`src/rtl/flexbyte_sr_ctrl.sv`:
```
// Sequencing controller for flexbyte_stp_sr: drives shift_enable from a valid/ready chunk stream and presents assembled words.
// Optional short-message flush with zero padding is enabled by defining FLEXBYTE_CTRL_FLUSH_EN.
module flexbyte_sr_ctrl #(
   parameter int IN_BYTES  = 1,
   parameter int OUT_BYTES = 4
) (
   input  logic                         clk,
   input  logic                         n_rst,
   input  logic                         in_valid,
   input  logic                         in_last,
   output logic                         in_ready,
   output logic                         shift_enable,
   output logic                         pad_zero,
   output logic                         out_valid,
   input  logic                         out_ready,
   output logic                         out_last,
   output logic [$clog2(OUT_BYTES):0]   out_count
);
   localparam int SHIFTS = OUT_BYTES / IN_BYTES;
   localparam int CNT_W  = $clog2(SHIFTS + 1);
   localparam int OC_W   = $clog2(OUT_BYTES) + 1;
   localparam logic [CNT_W-1:0] LAST_CNT = CNT_W'(SHIFTS - 1);
   localparam logic [CNT_W-1:0] ONE      = CNT_W'(1);

   typedef enum logic [1:0] {
      FILL  = 2'd0,
      FULL  = 2'd1,
      FLUSH = 2'd2
   } state_t;

   state_t           state_q, state_d;
   logic [CNT_W-1:0] cnt_q, cnt_d;
   logic [CNT_W-1:0] base;
   logic             in_hs;

`ifdef FLEXBYTE_CTRL_FLUSH_EN
   logic [CNT_W-1:0] real_q, real_d;
   logic             last_q, last_d;
`else
   logic             unused_in_last;
   assign unused_in_last = in_last;
`endif

   always_ff @(posedge clk or negedge n_rst) begin
      if (!n_rst) begin
         state_q <= FILL;
         cnt_q   <= '0;
`ifdef FLEXBYTE_CTRL_FLUSH_EN
         real_q  <= '0;
         last_q  <= 1'b0;
`endif
      end else begin
         state_q <= state_d;
         cnt_q   <= cnt_d;
`ifdef FLEXBYTE_CTRL_FLUSH_EN
         real_q  <= real_d;
         last_q  <= last_d;
`endif
      end
   end

   // A chunk accepted in FULL is the first of the next word, so counting restarts from zero there.
   always_comb begin
      state_d = state_q;
      cnt_d   = cnt_q;
`ifdef FLEXBYTE_CTRL_FLUSH_EN
      real_d  = real_q;
      last_d  = last_q;
`endif
      base = (state_q == FULL) ? '0 : cnt_q;
      if (in_hs) begin
         if (base == LAST_CNT) begin
            state_d = FULL;
            cnt_d   = '0;
`ifdef FLEXBYTE_CTRL_FLUSH_EN
            real_d  = CNT_W'(SHIFTS);
            last_d  = in_last;
`endif
         end else begin
            state_d = FILL;
            cnt_d   = base + ONE;
`ifdef FLEXBYTE_CTRL_FLUSH_EN
            if (in_last) begin
               state_d = FLUSH;
               real_d  = base + ONE;
            end
`endif
         end
      end else if (state_q == FULL && out_ready) begin
         state_d = FILL;
         cnt_d   = '0;
      end
`ifdef FLEXBYTE_CTRL_FLUSH_EN
      else if (state_q == FLUSH) begin
         if (cnt_q == LAST_CNT) begin
            state_d = FULL;
            cnt_d   = '0;
            last_d  = 1'b1;
         end else begin
            cnt_d   = cnt_q + ONE;
         end
      end
`endif
   end

   always_comb begin
      in_ready  = 1'b0;
      out_valid = 1'b0;
      pad_zero  = 1'b0;
      unique case (state_q)
         FILL: in_ready = 1'b1;
         FULL: begin
            in_ready  = out_ready;
            out_valid = 1'b1;
         end
`ifdef FLEXBYTE_CTRL_FLUSH_EN
         FLUSH: pad_zero = 1'b1;
`endif
         default: ;
      endcase
      in_hs        = in_valid & in_ready;
      shift_enable = in_hs | pad_zero;
   end

`ifdef FLEXBYTE_CTRL_FLUSH_EN
   assign out_last  = out_valid & last_q;
   assign out_count = out_valid ? OC_W'(int'(real_q) * IN_BYTES) : '0;
`else
   assign out_last  = 1'b0;
   assign out_count = OC_W'(OUT_BYTES);
`endif

endmodule

```
`config.mk`:
```
export PLATFORM = sky130hd
export DESIGN_NAME = flexbyte_sr_ctrl
export DESIGN_NICKNAME = d
export VERILOG_FILES = /design/src/rtl/flexbyte_sr_ctrl.sv
export SDC_FILE = /design/constraint.sdc
export NUM_CORES = 1
export LEC_CHECK = 0
export CORE_AREA = 2 2 39 41
export DETAILED_ROUTE_END_ITERATION = 12
export DIE_AREA = 0 0 41 43
export GPL_ROUTABILITY_DRIVEN = 0
export PLACE_DENSITY_LB_ADDON = 0.3
export REMOVE_ABC_BUFFERS = 1
export SYNTH_ARGS = -nofsm -noshare
export SYNTH_HDL_FRONTEND = slang
export SYNTH_SLANG_ARGS = --single-unit
```
`constraint.sdc`:
```
create_clock -name clk -period 1.2 [get_ports clk]
set_input_delay 0.24 -clock clk [delete_from_list [all_inputs] [get_ports clk]]
set_output_delay 0.24 -clock clk [all_outputs]
set_load 0.01 [all_outputs]
```
==> results.sh <==
export IMPL_status="finished with violations"
export IMPL_violations="setup timing"
export IMPL_period_share_pct=107
export IMPL_synthCells=30
export IMPL_synth_most_common_cell="buf_4"
export IMPL_grt_start_max_net_pins=8
export IMPL_hold_violations=0
export IMPL_path_clk_slew_ns=0.03
export IMPL_start_kind="register"
export IMPL_power_frac_clock_pct=15.8
export IMPL_grt_pass1_vias=253
export IMPL_async_flop_share_pct=100
export IMPL_min_path_type="input pin to asynchronous set/reset pin"
export IMPL_first_pass_iters=1
export IMPL_cts_root_buf="clkbuf_4"
export IMPL_drt_initial_drc_count=0
export IMPL_ir_drop_uv=754
export IMPL_wirelength_um=567
export IMPL_drcViolationCount=0
export IMPL_coreArea_um2=1380
export IMPL_switching_share_pct=33.8
export IMPL_crit_fanout=3
export IMPL_hpwlAfterDp_um=418
export IMPL_max_freq_mhz=781
export IMPL_combPwrFrac_pct=62.6
export IMPL_synth_flop_cell="dfrtp_1"
export IMPL_fin_crit_ns=1.28
export IMPL_vias=243
export IMPL_synthTopCellsByArea="dfrtp_1 (36%), buf_4 (13%), mux2i_1 (7.2%)"
export IMPL_arrival_ns=1.04
export IMPL_setup_worst_path_class="register to output pin"
export IMPL_fin_nets=54
export IMPL_cts_sinks=4
export IMPL_switchingPower_mw=0.342
export IMPL_io_buffer_count=6
export IMPL_maxCapViolations=0
export IMPL_syn_area_per_cell_um2=9.30
export IMPL_whs_ns=0.210
export IMPL_io_pins=13
export IMPL_synth_top_area_cell="dfrtp_1"
export IMPL_design_area_um2=459
export IMPL_cts_buffer_depth=2
export IMPL_avgViaCountPerCell=3.92
export IMPL_numCtsBuffers=3
export IMPL_synth_area_um2=279
export IMPL_antenna_left=0
export IMPL_critPathLaunch="state_q[0]"
export IMPL_dieHeight_um=43
export IMPL_ctsHoldBuffers=0
export IMPL_track_usage_pct=8.65
export IMPL_tns_ns=-0.159
export IMPL_ys_types=18
export IMPL_yosysSeqAreaShare_pct=35.9
export IMPL_worstPathRequired_ns=0.96
export IMPL_leakage_nw=0.236
export IMPL_ys_warnings_count=0
export IMPL_p_per_area_nw_per_um2=2200
export IMPL_yosys_register_bits=4
export IMPL_postPlaceCellArea_um2=373
export IMPL_finalNonFillerCells=62
export IMPL_setup_viol=3
export IMPL_drv_slew=0
export IMPL_clk_latency_ns=0.23
export IMPL_rows=14
export IMPL_timing_final_ws_setup_ns=-0.0803
export IMPL_cts_tree="done"
export IMPL_antenna_found_initial=0
export IMPL_drt_wirelength_per_cell_um=9.15
export IMPL_synth_edf_count=0
export IMPL_pwr_share_seq_pct=21.7
export IMPL_start_util_pct=20.2
export IMPL_synth_top_area_share_pct=35.9
export IMPL_drive_above_1_share_pct=47.8
export IMPL_num_antenna_cells=0
export IMPL_end_kind="output pin"
export IMPL_skew_ns=0.000518
export IMPL_fp_dieW_um=41
export IMPL_grt_pass1_wl_um=1000
export IMPL_syn_to_final_growth_pct=64.6
export IMPL_reg2reg_from="state_q[0]"
export IMPL_die_area_um2=1760
export IMPL_cellInternalPower_mw=0.668
export IMPL_rsz0062_at_grt="true"
export IMPL_h_tree_depth=1
export IMPL_place_inst=55
export IMPL_fill_cells=148
export IMPL_overflow=0
export IMPL_synth_common_cells="buf_4 (5), dfrtp_1 (4)"
-- registers in the layout, indices dropped and copies added (netlist names) --
register,flops
cnt_q,3
state_q,1
-- power groups by stage --
stage / sequential, mW / clock (mW) / combinational [mW]
after floorplan: 0.241 / 0 / 0.222
after global placement: 0.212 / 0 / 0.455
after detailed placement: 0.214 / 0 / 0.464
after CTS: 0.217 / 0.172 / 0.619
after global routing: 0.223 / 0.187 / 0.705
final: 0.219 / 0.159 / 0.631
-- through the flow --
step	setup slack [ns]	power, mW	util [%]
3_5_place_dp	-0.551	0.678	26.9
5_1_grt	-0.146	1.11	33.2
6_report	-0.0803	1.01	33.2
3_3_place_gp	-0.558	0.667	26.9
4_1_cts	-0.0825	1.01	32.1
2_1_floorplan	-0.0727	0.462	-
-- final cells by class --
type                            instances  area, um2  area share, %
Multi-Input combinational cell         21        170           37.1
Clock buffer                            3       22.5           4.90
Timing Repair Buffer                   16        139           30.2
Sequential cell                         4        100           21.8
Inverter                                2       7.51           1.63
Tap cell                               16       20.0           4.36
-- final timing paths --
check | end | depth (start not counted) | slack [ns]
setup / recovery | shift_enable | 4 | -0.08
hold / removal | state_q[0] | 1 | 0.21
setup reg to reg | cnt_q[1] | 5 | -0.08
hold reg to reg | state_q[0] | 1 | 0.47
max in group asynchronous | cnt_q[1] | 1 | 0.83
min in group clk | state_q[0] | 1 | 0.47
-- cells by family after synthesis --
kind of cell	Yosys count	synth area share, %
other	2	2.69
muxes	2	7.18
buffers and inverters	8	17.9
AOI/OAI and AO/OA	5	17.0
DFF	4	35.9
and+or+nand+nor	8	14.8
adders and majority gates	1	4.48
-- critical path, stage by stage, from the launching register on --
cell,delay [ns]
dfrtp_1,0.39
buf_6,0.13
nand2b_4,0.07
and2_4,0.13
buf_6,0.09
-- cell usage in the layout (no fill, tap or decap), drive strengths merged --
cell type | Yosys | routed
a21boi | 1 | 1
a221oi | 1 | 1
and2 | 1 | 1
buf | 6 | 13
clkbuf | 0 | 3
clkdlybuf4s50 | 0 | 2
conb | 2 | 5
dfrtp | 4 | 4
dlygate4sd2 | 0 | 1
ha | 1 | 1
inv | 2 | 2
mux2i | 2 | 2
nand2 | 2 | 2
nand2b | 1 | 1
nand3 | 1 | 1
nor2 | 2 | 2
nor2b | 1 | 1
o211a | 1 | 1
o221ai | 1 | 1
o22ai | 1 | 1
-- layer usage --
layer	track usage [%]	wire length, um	share of wire (%)	up-vias
li1	-	-	-	122
met1	10.4	239	42	113
met2	11.9	279	49	8
met3	2.09	47	8.3	0
met4	8.00	0	0	0
met5	0	0	0	-
-- timing repair --
action / 4_1_cts / 5_1_grt
setup buffers: 4 / 0
endpoints found under the setup margin: 5 / 4
pin swaps: 3 / 0
resized for setup: 19 / 3
Power figures use the tool's default switching activity.
